**src/rtl/parking_sensor_fsm_if.sv**
```systemverilog
// Sensor-side bundle for the parking front end: raw beam lines in, vehicle events out.
interface parking_sensor_fsm_if;
    logic a;
    logic b;
    logic car_enter;
    logic car_exit;
    logic seq_error;
    logic busy;

    modport master (
        output a,
        output b,
        input  car_enter,
        input  car_exit,
        input  seq_error,
        input  busy
    );

    modport slave (
        input  a,
        input  b,
        output car_enter,
        output car_exit,
        output seq_error,
        output busy
    );
endinterface

```
**src/rtl/parking_sensor_fsm.sv**
```systemverilog
// Parking front end: synchronises and debounces the two beam sensors, then tracks
// the two-sensor passage order and emits one-cycle enter/exit/error pulses.
module parking_sensor_fsm #(
    parameter int DEBOUNCE_CYCLES = 4,
    parameter int TIMEOUT_CYCLES  = 50000000,
    parameter int CNT_W           = 26
) (
    input  logic                 clk,
    input  logic                 reset,
    parking_sensor_fsm_if.slave  bus
);

    typedef enum logic [2:0] {
        S_IDLE = 3'd0,
        S_E1   = 3'd1,
        S_E2   = 3'd2,
        S_E3   = 3'd3,
        S_X1   = 3'd4,
        S_X2   = 3'd5,
        S_X3   = 3'd6,
        S_ERR  = 3'd7
    } state_t;

    typedef enum logic [1:0] {
        EV_NONE  = 2'd0,
        EV_ENTER = 2'd1,
        EV_EXIT  = 2'd2,
        EV_ERR   = 2'd3
    } ev_t;

    localparam logic [7:0]       DB_MAX = 8'(DEBOUNCE_CYCLES - 1);
    localparam logic [CNT_W-1:0] TO_MAX = CNT_W'(TIMEOUT_CYCLES - 1);

    logic             a_meta_q, a_meta_d, a_sync_q, a_sync_d;
    logic             b_meta_q, b_meta_d, b_sync_q, b_sync_d;
    logic [1:0]       s_s, s_last_q, s_last_d;
    logic [7:0]       db_cnt_q, db_cnt_d, db_run_s;
    logic [1:0]       p_q, p_d;
    logic             p_upd_q, p_upd_d;
    logic             commit_s;
    state_t           state_q, state_d;
    ev_t              ev_s;
    logic [CNT_W-1:0] tmr_q, tmr_d;
    logic             timeout_s;
    logic             car_enter_q, car_enter_d;
    logic             car_exit_q, car_exit_d;
    logic             seq_error_q, seq_error_d;
    logic             busy_q, busy_d;

    // Synchroniser shift and debounce of the sampled pair into the committed pair p.
    always_comb begin
        a_meta_d = bus.a;
        b_meta_d = bus.b;
        a_sync_d = a_meta_q;
        b_sync_d = b_meta_q;
        s_s      = {a_sync_q, b_sync_q};
        s_last_d = s_s;
        // A fresh value restarts the run, so the count always measures one stable value.
        db_run_s = (s_s != s_last_q) ? 8'd0 : db_cnt_q;
        commit_s = 1'b0;
        p_d      = p_q;
        db_cnt_d = 8'd0;
        if (s_s != p_q) begin
            if (db_run_s == DB_MAX) begin
                commit_s = 1'b1;
                p_d      = s_s;
                db_cnt_d = 8'd0;
            end else begin
                db_cnt_d = db_run_s + 8'd1;
            end
        end else begin
            db_cnt_d = 8'd0;
        end
        p_upd_d = commit_s;
    end

    // Front-end registers: synchroniser, debounce counter, committed pair.
    always_ff @(posedge clk) begin
        if (reset) begin
            a_meta_q <= 1'b0;
            b_meta_q <= 1'b0;
            a_sync_q <= 1'b0;
            b_sync_q <= 1'b0;
            s_last_q <= 2'b00;
            db_cnt_q <= 8'd0;
            p_q      <= 2'b00;
            p_upd_q  <= 1'b0;
        end else begin
            a_meta_q <= a_meta_d;
            b_meta_q <= b_meta_d;
            a_sync_q <= a_sync_d;
            b_sync_q <= b_sync_d;
            s_last_q <= s_last_d;
            db_cnt_q <= db_cnt_d;
            p_q      <= p_d;
            p_upd_q  <= p_upd_d;
        end
    end

    // Passage FSM next state and event; diagonal jumps fall into the default arms.
    always_comb begin
        state_d   = state_q;
        ev_s      = EV_NONE;
        timeout_s = (tmr_q == TO_MAX);
        case (state_q)
            S_IDLE: begin
                if (p_upd_q) begin
                    case (p_q)
                        2'b10:   state_d = S_E1;
                        2'b01:   state_d = S_X1;
                        2'b11:   begin state_d = S_ERR; ev_s = EV_ERR; end
                        default: state_d = S_IDLE;
                    endcase
                end else begin
                    state_d = S_IDLE;
                end
            end
            S_E1, S_E2, S_E3, S_X1, S_X2, S_X3: begin
                if (p_upd_q) begin
                    state_d = S_ERR;
                    ev_s    = EV_ERR;
                    case ({state_q, p_q})
                        {S_E1, 2'b11}: begin state_d = S_E2;   ev_s = EV_NONE;  end
                        {S_E1, 2'b00}: begin state_d = S_IDLE; ev_s = EV_NONE;  end
                        {S_E2, 2'b01}: begin state_d = S_E3;   ev_s = EV_NONE;  end
                        {S_E2, 2'b10}: begin state_d = S_E1;   ev_s = EV_NONE;  end
                        {S_E3, 2'b00}: begin state_d = S_IDLE; ev_s = EV_ENTER; end
                        {S_E3, 2'b11}: begin state_d = S_E2;   ev_s = EV_NONE;  end
                        {S_X1, 2'b11}: begin state_d = S_X2;   ev_s = EV_NONE;  end
                        {S_X1, 2'b00}: begin state_d = S_IDLE; ev_s = EV_NONE;  end
                        {S_X2, 2'b10}: begin state_d = S_X3;   ev_s = EV_NONE;  end
                        {S_X2, 2'b01}: begin state_d = S_X1;   ev_s = EV_NONE;  end
                        {S_X3, 2'b00}: begin state_d = S_IDLE; ev_s = EV_EXIT;  end
                        {S_X3, 2'b11}: begin state_d = S_X2;   ev_s = EV_NONE;  end
                        default:       begin state_d = S_ERR;  ev_s = EV_ERR;   end
                    endcase
                end else if (timeout_s) begin
                    state_d = S_ERR;
                    ev_s    = EV_ERR;
                end else begin
                    state_d = state_q;
                end
            end
            S_ERR: begin
                if (p_q == 2'b00) begin
                    state_d = S_IDLE;
                end else begin
                    state_d = S_ERR;
                end
            end
            default: state_d = S_IDLE;
        endcase

        // Stall timer only runs while a passage is in progress.
        if ((state_d != state_q) || p_upd_q || commit_s) begin
            tmr_d = '0;
        end else if ((state_q != S_IDLE) && (state_q != S_ERR)) begin
            tmr_d = tmr_q + CNT_W'(1);
        end else begin
            tmr_d = '0;
        end
    end

    // Output decode of the transition taken this cycle.
    always_comb begin
        car_enter_d = 1'b0;
        car_exit_d  = 1'b0;
        seq_error_d = 1'b0;
        case (ev_s)
            EV_ENTER: car_enter_d = 1'b1;
            EV_EXIT:  car_exit_d  = 1'b1;
            EV_ERR:   seq_error_d = 1'b1;
            default:  car_enter_d = 1'b0;
        endcase
        busy_d = (state_d != S_IDLE);
    end

    // FSM state, stall timer and registered outputs.
    always_ff @(posedge clk) begin
        if (reset) begin
            state_q     <= S_IDLE;
            tmr_q       <= '0;
            car_enter_q <= 1'b0;
            car_exit_q  <= 1'b0;
            seq_error_q <= 1'b0;
            busy_q      <= 1'b0;
        end else begin
            state_q     <= state_d;
            tmr_q       <= tmr_d;
            car_enter_q <= car_enter_d;
            car_exit_q  <= car_exit_d;
            seq_error_q <= seq_error_d;
            busy_q      <= busy_d;
        end
    end

    assign bus.car_enter = car_enter_q;
    assign bus.car_exit  = car_exit_q;
    assign bus.seq_error = seq_error_q;
    assign bus.busy      = busy_q;

endmodule
```
**src/flat_wrapper.sv**
```systemverilog
// flat-port wrapper written by rule: the top's interface ports become plain ports
module parking_sensor_fsm_flat 
#(
    parameter int DEBOUNCE_CYCLES = 4,
    parameter int TIMEOUT_CYCLES  = 50000000,
    parameter int CNT_W           = 26
)
  (clk, reset, bus_a, bus_b, bus_car_enter, bus_car_exit, bus_seq_error, bus_busy);
  parking_sensor_fsm_if bus_i ();
  input  logic clk;
  input  logic reset;
  input wire logic [$bits(bus_i.a)-1:0] bus_a;
  input wire logic [$bits(bus_i.b)-1:0] bus_b;
  output wire logic [$bits(bus_i.car_enter)-1:0] bus_car_enter;
  output wire logic [$bits(bus_i.car_exit)-1:0] bus_car_exit;
  output wire logic [$bits(bus_i.seq_error)-1:0] bus_seq_error;
  output wire logic [$bits(bus_i.busy)-1:0] bus_busy;
  assign bus_i.a = bus_a;
  assign bus_i.b = bus_b;
  assign bus_car_enter = bus_i.car_enter;
  assign bus_car_exit = bus_i.car_exit;
  assign bus_seq_error = bus_i.seq_error;
  assign bus_busy = bus_i.busy;
  parking_sensor_fsm #(.DEBOUNCE_CYCLES(DEBOUNCE_CYCLES), .TIMEOUT_CYCLES(TIMEOUT_CYCLES), .CNT_W(CNT_W)) u_core (.clk(clk), .reset(reset), .bus(bus_i));
endmodule
```
**config.mk**
```make
export PLATFORM = sky130hd
export DESIGN_NAME = parking_sensor_fsm_flat
export DESIGN_NICKNAME = d
export VERILOG_FILES = /design/src/rtl/parking_sensor_fsm_if.sv /design/src/rtl/parking_sensor_fsm.sv /design/src/flat_wrapper.sv
export SDC_FILE = /design/constraint.sdc
export NUM_CORES = 1
export LEC_CHECK = 0
export ABC_CLOCK_PERIOD_IN_PS = 2050
export BUFFER_PORTS_ARGS = -buffer_cell sky130_fd_sc_hd__buf_2
export CORE_MARGIN = 2
export CORE_UTILIZATION = 55
export DETAILED_ROUTE_END_ITERATION = 10
export PLACE_DENSITY = 0.83
export SKIP_LAST_GASP = 1
export SLEW_MARGIN = 20
export SYNTH_ARGS = -nofsm -noshare
export SYNTH_HDL_FRONTEND = slang
export SYNTH_SLANG_ARGS = --single-unit
```
**constraint.sdc**
```tcl
create_clock -name clk -period 2.05 [get_ports clk]
set_clock_uncertainty 0.2 [all_clocks]
set_input_delay 0 -clock clk [delete_from_list [all_inputs] [get_ports clk]]
set_output_delay 0 -clock clk [all_outputs]
set_load 0.01 [all_outputs]
```
-- Yosys cells after proc, flatten, opt, wreduce, memory -nomap -nowiden
Memory sizes are Yosys's and may differ from the RTL's.
Index checks and enable logic that the tools add are counted.
- memories kept: 1
- word-level logic and storage cells: 66
- bits of input ports: 4
- bits in read-only memories: 160
- register bits: 50
- output and inout bits: 4
- memory list (memory ; words ; bits a word ; read ports ; clocked after memory_dff ; wr ports ; RTL line ; source):
    (name not given) ; 32 ; 5 ; 1 ; 0 ; 0 ; parking_sensor_fsm.sv:122 ; case ({state_q, p_q})
- reductions and logical operators: 11
- mux-type cells: 17
- equality and inequality tests: 19
- bitwise operators: 2
- add/subtract/negate cells: 2
- operator list (operator ; count):
    $add 26x1->26 const B ; 1
    $eq 26x26->1 const B ; 1
    $pmux 3 s3 ; 2
    $eq 3x3->1 const B ; 4
    $mux 3 ; 4
    $add 8x1->8 const B ; 1
    $eq 2x2->1 const B ; 4
    $eq 8x2->1 const B ; 1
    $mux 2 ; 4
    $mux 8 ; 1
    $eq 3x2->1 const B ; 2
    $reduce_bool 3->1 ; 2
    $reduce_or 3->1 ; 2
    $reduce_or 6->1 ; 1
    $mux 1 ; 5
    $eq 2x1->1 const B ; 2
    $ne 2x2->1 ; 2
    $pmux 2 s2 ; 1
    $eq 3x1->1 const B ; 1
    $logic_not 3->1 ; 1
    $ne 3x3->1 ; 1
    $ne 3x3->1 const B ; 1
    $logic_not 2->1 ; 1
    $logic_or 1x1->1 ; 2
    3 further kinds ; 4

-- Longest topological paths before layout
Gate-level depths: netlist of run 1.
- depth after elaboration: 8
- mapped depth: 9
- depth with buffers taken out: 8

-- Worst setup path after synthesis of run 1
No wires, ideal clock.
- path type: reg2reg
- from: register u_core.a_sync_q
- to: register u_core.tmr_q[22]
- clock period less this slack: 2122 ps
- data required time: 1735 ps
- data arrival time: 1807 ps
- cell stages (with the launch flop): 10
- setup slack: -72 ps
- buffers on the path: 1
- setup time: 115 ps
- cells stage by stage: dfxtp_1 > xor2_1 > nor2_1 > and2_1 > ha_1 > o31ai_4 > o21a_4 > o21ai_4 > buf_8 > nor2_1
- longest elaborated chain between the ends: 7
- elaborated cells between the ends (all ways): 8
- those cells by class: eq/ne: 3; mux: 3; reduce/logical: 2
- RTL lines (what ; RTL line ; source):
    start: declaration ; parking_sensor_fsm.sv:34 ; logic a_meta_q, a_meta_d, a_sync_q, a_sync_d;
    start signal: assignment ; parking_sensor_fsm.sv:91 ; a_sync_q <= a_sync_d;
    $ne 2x2->1 ; parking_sensor_fsm.sv:59 ; db_run_s = (s_s != s_last_q) ? 8'd0 : db_cnt_q;
    $mux 8 ; parking_sensor_fsm.sv:59 ;
    $eq 8x2->1 ; parking_sensor_fsm.sv:64 ; if (db_run_s == DB_MAX) begin
    $mux 1 ; parking_sensor_fsm.sv:64 ;
    $mux 1 (*) ; parking_sensor_fsm.sv:63 ; if (s_s != p_q) begin
    $logic_or 1x1->1 (*) ; parking_sensor_fsm.sv:155 ; if ((state_d != state_q) || p_upd_q || commit_s) begin
    $reduce_or 3->1 (no source line) (*) ; n/a ;
    end signal: assignment ; parking_sensor_fsm.sv:189 ; tmr_q <= tmr_d;
    end: declaration ; parking_sensor_fsm.sv:43 ; logic [CNT_W-1:0] tmr_q, tmr_d;
Mark *: on every way between the ends. The rest lies on a longest branch, timed or not.
A chain may end at the register's enable or synchronous reset.

-- Worst setup path after layout of run 1
- from: register u_core.b_sync_q
- to: register u_core.tmr_q[19]
- longest elaborated chain between the ends: 7
- elaborated cells between the ends (all ways): 8
- those cells by class: eq/ne: 3; mux: 3; reduce/logical: 2
- RTL lines (what ; RTL line ; source):
    start: declaration ; parking_sensor_fsm.sv:35 ; logic b_meta_q, b_meta_d, b_sync_q, b_sync_d;
    start signal: assignment ; parking_sensor_fsm.sv:92 ; b_sync_q <= b_sync_d;
    $ne 2x2->1 ; parking_sensor_fsm.sv:59 ;
    $mux 8 ; parking_sensor_fsm.sv:59 ;
    $eq 8x2->1 ; parking_sensor_fsm.sv:64 ;
    $mux 1 ; parking_sensor_fsm.sv:64 ;
    $mux 1 (*) ; parking_sensor_fsm.sv:63 ;
    $logic_or 1x1->1 (*) ; parking_sensor_fsm.sv:155 ;
    $reduce_or 3->1 (no source line) (*) ; n/a ;
Marked as above.

==> impl_metrics.ini, run 1 <==
[status]
outcome = finished clean

[flow_run]
drv_cap = 0

[layout]
final_common_cell = nor2_1
syn2layout_area_growth_pct = 18.4
layout_common_cells = 53 x nor2_1, 49 x dfxtp_1, 24 x nand2_1, 22 x buf_4
drive_gt1_frac = 0.184
antenna_cells_inserted = 0
multi_input_area_um2 = 1410
layout.nets = 326
regArea_um2 = 1000
fillCellCount = 348

[die]
start_util = 0.565
die_y_um = 70.4
row_count = 24
dieArea_um2 = 4960
coreArea_um2 = 4290
io_pins = 8
die_x_um = 70.4

[route]
routedWlPerCell_um = 13.3
drcViolationCount = 0
ant_nets = 0
drtIter0Drc = 99
vias_per_cell = 5.48
routed_wl_mm = 4.88
first_pass_iters = 4
vias = 2016

[clock_tree]
clk_pin_slew_ns = 0.09
clockBufferDepth = 2
cts_tree = done
clock_latency_ns = 0.31
cts-root-buf = clkbuf_8
h-tree-depth = 2
clock_sinks = 50
numCtsBuffers = 5

[yosys]
synth_cell_types = 44
netlist_area_um2 = 2430
yosysSeqAreaShare = 0.413
ys.flop_type = dfxtp_1
ys_top_cells_by_area = dfxtp_1 41%, nor2_1 8.4%, xor2_1 7.9%
synthArstFlopShare = 0
synth_top_area_frac = 0.413
syn_nets = 294
ys_seq_elements = 50
synth_edf_count = 0
syn_avg_cell_area_um2 = 8.57
synthCells = 283
yosys_warnings = 0
synth_top_cell_by_area = dfxtp_1

[timing]
worst_slack_ns = 0.0775
hold_viol = 0
fin_crit_sh = 0.962
fin_hold_ws_ns = 0.246
slew_headroom = 0.708
max_freq_ghz = 0.507
slew_violations = 0
setup_viol = 0
worst_pin_slew_ns = 0.437
min_period_ns = 1.97

[grt]
grt_pass1_vias = 1951
grt_pass1_wl_mm = 8.24
grt_max_degree = 18
grt.total_usage = 0.205
grt_antenna_before_repair = 0
overflow = 0

[power_and_ir_drop]
power_leakage_nw = 1.08
p_per_area_nw_per_um2 = 573
irDropWorstVdd_v = 0.000384
p_total_mw = 1.65

[critical_path]
worstPathArrival_ns = 1.97
cp-start-kind = register
cp_max_fo = 16
required_ns = 2.05
crit_type = reg -> reg
endpoint_kind = register

[placement]
port_buffers = 7
place_ws_ns = 0.0428
dp_hpwl_mm = 3.35
routabilityCongestion = 0.929

[worst_hold_path]
hold_path_class = reg -> reg
flip-flops by register name (all words and copies together) (netlist names):
name	cells
u_core.state_q	3
u_core.a_sync_q	1
u_core.bus.car_exit	1
u_core.p_upd_q	1
u_core.bus.car_enter	1
u_core.p_q	2
u_core.db_cnt_q	8
u_core.a_meta_q	1
u_core.s_last_q	2
u_core.bus.seq_error	1
u_core.tmr_q	26
u_core.b_meta_q	1
u_core.b_sync_q	1
u_core.bus.busy	1
synth_stat cells (3+ instances only):
cell type and count:
xor2_1 22, mux2i_1 4, nand4_1 5, nor2_1 54, and4_1 5, nand2_1 25
xnor2_1 12, nor3_1 4, nor2b_1 7, nand3_1 20, and3_1 5, inv_1 6
o21ai_0 8, dfxtp_1 50, clkbuf_1 6, and2_1 3, a21oi_1 3, ha_1 7
critical path, cell delays in order (launching register included):
cell	delay [ns]
dfxtp_2	0.36
xor2_2	0.20
nor2_2	0.14
and2_1	0.17
ha_2	0.21
o31ai_4	0.08
o21a_4	0.22
o21ai_4	0.07
buf_12	0.16
nor2_1	0.05
path summary, 6_finish.rpt:
check,depth (start not counted),to,slack [ns],from
setup reg to reg,9,u_core.tmr_q[19],0.08,u_core.b_sync_q
hold reg to reg,1,u_core.tmr_q[0],0.25,u_core.tmr_q[0]
setup / recovery,9,u_core.tmr_q[19],0.08,u_core.b_sync_q
hold / removal,1,u_core.tmr_q[0],0.25,u_core.tmr_q[0]
routing by layer:
metal	up-vias	GRT usage	share of wire
li1	1023	-	-
met1	947	0.248	0.45
met2	40	0.354	0.49
met3	6	0.0462	0.040
met4	0	0.0705	0.013
met5	-	0	0
timing repair:
| item | 4_1_cts | 5_1_grt |
|---|---|---|
| gates resized for setup | 1 | 9 |
| pin swaps | 0 | 2 |
| setup buffers | 0 | 1 |
| setup endpoints to repair | 1 | 31 |
| hold buffers | 5 | 0 |
| hold endpoints to repair | 14 | 0 |
logic make-up (layout without fill, tap and decap cells):
family                     count (synthesis)  in the layout  synth area share
and+or+nand+nor                          147            147             0.301
buffers and inverters                     16             49            0.0304
DFF                                       50             50             0.413
xor gates and xnor gates                  34             34             0.123
AOI/OAI and AO/OA                         25             25            0.0805
adders and majority gates                  7              7            0.0361
muxes                                      4              4            0.0165
where the power goes:
part	internal [mW]	total (mW)	switching (mW)
Combinational	0.0233	0.0455	0.0222
Clock	0.278	0.619	0.340
Sequential	0.976	0.981	0.00462
stage by stage:
stage / setup TNS (ns) / instance area [um2] / util / instances
final: 0 / 2870 / 0.669 / 368
after CTS: 0 / 2810 / 0.654 / 367
after global routing: -0.0165 / 2870 / 0.669 / 368
after detailed placement: 0 / 2660 / 0.619 / 354
after floorplan: 0 / 2430 / - / 283
after global placement: 0 / 2660 / 0.619 / 354
final cells by class:
type	instances	share of cell area
Clock buffer	6	0.0288
Clock inverter	2	0.00610
Timing Repair Buffer	35	0.0941
Sequential cell	50	0.349
Multi-Input combinational cell	217	0.492
Inverter	6	0.00784
Tap cell	52	0.0227
No activity file was read; power rests on OpenSTA's default activity.
==> run 2: changes to the inputs <==
==> constraint.sdc (replaced) <==
create_clock -name clk -period 2.05 [get_ports clk]
set_clock_uncertainty 0.2 [all_clocks]
set_input_delay 0.41 -clock clk [delete_from_list [all_inputs] [get_ports clk]]
set_output_delay 0.41 -clock clk [all_outputs]
set_load 0.01 [all_outputs]
==> run 2 against run 1 <==
  * Global-route usage about the same
  * Sequential cell count unchanged
  * Cell count down 1.4%
  * First-iteration DRC count up 78%
  * Combinational power decreased by 13%
  * Via count rose by 1.7%
  * Routed wire length grew 3.9%
  * Clock-buffer cell count is the same
  * Utilization down 0.55 points
  * Critical path type unchanged
  * Critical endpoint is now u_core.tmr_q[13]
  * Highest routed layer unchanged
==> impl_metrics.ini, run 2 (synthesized netlist as in run 1, its figures left out) <==
[clock_tree]
h-tree-depth = 2
clk_pin_slew_ns = 0.09
clockBufferDepth = 2
clock_latency_ns = 0.31
ctsHoldBuffers = 0
clock_sinks = 50
numCtsBuffers = 5
cts_tree = done
cts-root-buf = clkbuf_8

[critical_path]
ff2ff_path_depth = 7
r2r-end = u_core.tmr_q[13]
crit_start = u_core.db_cnt_q[5]
reg2reg_slack_ns = 0.08
endpoint_kind = register
cp_max_fo = 16
r2r_start = u_core.db_cnt_q[5]
crit_type = reg -> reg
required_ns = 2.05
cp-start-kind = register
worstSetupEndpoint = u_core.tmr_q[13]
worstPathArrival_ns = 1.97

[layout]
layout_common_cells = 53 x nor2_1, 49 x dfxtp_1, 24 x nand2_1, 22 x buf_4, 20 x xor2_1
largest_register = u_core.tmr_q
fin_cells = 363
syn2layout_area_growth_pct = 17.4
final_cell_area_um2 = 2850
drive_gt1_frac = 0.183
reg_top3 = u_core.tmr_q (26), u_core.db_cnt_q (8), u_core.state_q (3)
fillCellCount = 336
layout.nets = 321
largest_register_ffs = 26
antenna_cells_inserted = 0
final_common_cell = nor2_1

[placement]
port_buffers = 7
placed_area_um2 = 2670
placedCellCount = 355
routabilityCongestion = 0.945
dp_hpwl_mm = 3.34

[grt]
grt.total_usage = 0.205
grt_max_degree = 17
overflow = 0
grt_pass1_vias = 1941
grt_antenna_before_repair = 0
grt_pass1_wl_mm = 8.20

[timing]
slew_headroom = 0.707
fin_crit_sh = 0.962
slew_violations = 0
fin_hold_ws_ns = 0.111
rsz0062_at_grt = true
worst_pin_slew_ns = 0.436
timing.setup.tns_ns = 0
max_freq_ghz = 0.507
min_period_ns = 1.97
setup_viol = 0
hold_viol = 0

[flow_run]
drv_cap = 0

[route]
drtIter0Drc = 176
ant_nets = 0
vias_per_cell = 5.65
first_pass_iters = 4
vias = 2051
drcViolationCount = 0
routedWlPerCell_um = 14.0
routed_wl_mm = 5.07

[die]
die_y_um = 70.4
die_x_um = 70.4
dieArea_um2 = 4960
coreArea_um2 = 4290
io_pins = 8
row_count = 24
start_util = 0.565

[status]
outcome = finished clean

[power_and_ir_drop]
p_per_area_nw_per_um2 = 655
power_leakage_nw = 1.07
p_total_mw = 1.87
irDropWorstVdd_v = 0.000449

[worst_hold_path]
hold_path_class = in -> reg
[run 2: cell types whose count changed in the layout (fill, tap and decap cells not counted), sizes merged]
cell / previous run / this run
bufinv: 0 / 2
clkinv: 2 / 0
dlygate4sd3: 5 / 0
[run 2: cell type report]
cell class	count	area (um2)	area share
clock buffer	6	82.6	0.0290
clock inverter	2	60.1	0.0211
multi-input combinational	217	1400	0.490
inverter	6	22.5	0.00791
sequential	50	1000	0.352
timing repair buffer	30	220	0.0773
tap	52	65.1	0.0228
[run 2: power breakdown]
part           internal, mW  switching, mW
Combinational        0.0179         0.0220
Clock                 0.520          0.325
Sequential            0.976        0.00454
Total                  1.51          0.352
[run 2: worst min-delay path by stage]
stage | start | end | cells after the start
finish | bus_b | u_core.b_meta_q | 2
global route | bus_a | u_core.a_meta_q | 2
CTS | bus_b | u_core.b_meta_q | 2
detailed placement | u_core.tmr_q[0] | u_core.tmr_q[0] | 1
global placement | u_core.tmr_q[0] | u_core.tmr_q[0] | 1
floorplan | u_core.tmr_q[0] | u_core.tmr_q[0] | 1
[run 2: stage by stage]
step	setup WS, ns	util
CTS	0.00265	0.654
global route	-0.0508	0.663
finish	0.0787	0.663
global placement	0.0896	0.621
detailed placement	0.0382	0.621
floorplan	0.0193	-
[run 2: repair_timing]
action / 4_1_cts / 5_1_grt
setup endpoints to repair: 0 / 31
resized for setup: 0 / 9
buffers inserted: 0 / 0
[run 2: critical path: stages, from the launching register on]
cell     delay [ns]
dfxtp_1        0.34
or4_1          0.54
nor3_2         0.19
o31ai_4        0.09
o21a_4         0.22
o21ai_4        0.07
buf_12         0.16
nor2_1         0.05
[run 2: per-layer routing]
| metal | routed length, um | share of wire | GRT usage |
|---|---|---|---|
| met4 | 136 | 0.027 | 0.0726 |
| met5 | 0 | 0 | 0 |
| met3 | 198 | 0.039 | 0.0390 |
| met1 | 2180 | 0.43 | 0.245 |
| met2 | 2550 | 0.50 | 0.364 |
==> run 3: changes to the inputs <==
ABC_CLOCK_PERIOD_IN_PS = 2400   (was 2050)
CELL_PAD_IN_SITES_DETAIL_PLACEMENT = 1   (was not set)
CELL_PAD_IN_SITES_GLOBAL_PLACEMENT = 1   (was not set)
CORE_UTILIZATION = 50   (was 55)
PLACE_DENSITY = 0.91   (was 0.83)
clock period = 2.4 ns   (was 2.05 ns; I/O delays follow)
==> run 3 against run 2 <==
  * Cell count is 4.4% lower
  * Via count is 3.9% lower
  * Clock-buffer cell count is 1 lower
  * Hold slack better by 0.082 ns
  * Combinational power is 32% lower
  * Sequential cell count stayed put
  * Critical path depth is 1 higher
  * Clock power is 40% lower
  * Worst setup slack better by 0.069 ns
  * Utilization is 11 points lower
  * Die area is 9.4% higher
  * Largest cell class unchanged
==> impl_metrics.ini, run 3 (synthesized netlist as in run 1, its figures left out) <==
[timing]
min_period_ns = 2.25
hold_viol = 0
timing.setup.tns_ns = 0
slew_headroom = 0.646
slew_violations = 0
fin_crit_sh = 0.939
setup_viol = 0
max_freq_ghz = 0.444
worst_pin_slew_ns = 0.531

[clock_tree]
cts-root-buf = clkbuf_8
clk_pin_slew_ns = 0.10
clock_latency_ns = 0.31
h-tree-depth = 2
clock_sinks = 50
numCtsBuffers = 5
cts_tree = done
ctsHoldBuffers = 0
clockBufferDepth = 2

[die]
die_x_um = 73.7
start_util = 0.517
row_count = 25
coreArea_um2 = 4690
dieArea_um2 = 5430
io_pins = 8
die_y_um = 73.7

[layout]
fillCellCount = 567
final_cell_area_um2 = 2620
final_common_cell = nor2_1
fin_util = 0.558
reg_top3 = u_core.tmr_q (26), u_core.db_cnt_q (8), u_core.state_q (3)
syn2layout_area_growth_pct = 7.89
drive_gt1_frac = 0.109
largest_register = u_core.tmr_q
layout.nets = 303
layout_common_cells = 53 x nor2_1, 50 x dfxtp_1, 24 x nand2_1, 22 x xor2_1, 20 x nand3_1
antenna_cells_inserted = 0
largest_register_ffs = 26

[critical_path]
cp_max_fo = 16
cp-start-kind = register
r2r_start = u_core.b_sync_q
worstPathArrival_ns = 2.23
crit_start = u_core.b_sync_q
ff2ff_path_depth = 8
worstSetupEndpoint = u_core.tmr_q[23]
r2r-end = u_core.tmr_q[23]
endpoint_kind = register
crit_type = reg -> reg
reg2reg_slack_ns = 0.15
required_ns = 2.38

[status]
outcome = finished clean

[placement]
placed_area_um2 = 2510
dp_hpwl_mm = 3.96
routabilityCongestion = 0.857
port_buffers = 7

[route]
drcViolationCount = 0
first_pass_iters = 4
routed_wl_mm = 5.48
drtIter0Drc = 79
vias = 1970
routedWlPerCell_um = 15.8
ant_nets = 0
vias_per_cell = 5.68

[grt]
grt_antenna_before_repair = 0
grt_pass1_vias = 1996
grt.total_usage = 0.218
overflow = 0
grt_pass1_wl_mm = 9.20
grt_max_degree = 19

[flow_run]
drv_cap = 0

[worst_hold_path]
hold_depth = 2
hold_path_class = in -> reg

[power_and_ir_drop]
irDropWorstVdd_v = 0.000315
p_per_area_nw_per_um2 = 525
p_total_mw = 1.38
power_leakage_nw = 0.944
-- run 3: worst min path at each step --
stage               startpoint              end
6_report                 bus_b  u_core.b_meta_q
5_1_grt                  bus_a  u_core.a_meta_q
4_1_cts                  bus_a  u_core.a_meta_q
3_5_place_dp   u_core.b_meta_q  u_core.b_sync_q
3_3_place_gp   u_core.tmr_q[0]  u_core.tmr_q[0]
2_1_floorplan  u_core.tmr_q[0]  u_core.tmr_q[0]
-- run 3: where the power goes --
part | internal, mW | total [mW] | leakage (nW) | switching, mW
registers | 0.834 | 0.837 | 0.404 | 0.00349
logic | 0.0105 | 0.0269 | 0.491 | 0.0163
clock network | 0.215 | 0.511 | 0.0491 | 0.296
total | 1.06 | 1.38 | 0.944 | 0.316
-- run 3: final cells by class --
type | count | area [um2] | share of cell area
flip-flops and latches | 50 | 1000 | 0.382
clock inverters | 3 | 26.3 | 0.0100
repair buffers | 12 | 72.6 | 0.0277
inverters | 6 | 22.5 | 0.00860
well taps | 54 | 67.6 | 0.0258
clock buffers | 5 | 68.8 | 0.0263
multi-input cells | 217 | 1360 | 0.519
-- run 3: metrics by stage --
step	hold slack, ns	setup WS, ns	cells
global placement	0.224	0.170	338
global route	0.201	-0.0271	347
floorplan	0.211	0.278	283
detailed placement	0.235	0.0316	338
CTS	0.188	0.0739	346
finish	0.193	0.147	347
-- run 3: timing repair --
item,CTS,global route
endpoints found under the hold margin,0,0
pin swaps,0,1
buffers inserted,0,1
gates resized for setup,1,2
setup endpoints to repair,1,24
gates cloned,0,0
-- run 3: critical path, cell delays in order, from the launching register on --
cell and delay (ns):
dfxtp_1 0.37, xor2_1 0.22, nor2_2 0.20, and2_1 0.19, ha_2 0.25, o31ai_4 0.13
o21a_4 0.25, o21ai_4 0.20, nor2_1 0.11
-- run 3: routing by layer --
metal	wire, um	vias to the layer above	track usage
li1	-	975	-
met1	2430	956	0.266
met2	2800	23	0.365
met3	117	16	0.0439
met4	126	0	0.107
met5	0	-	0
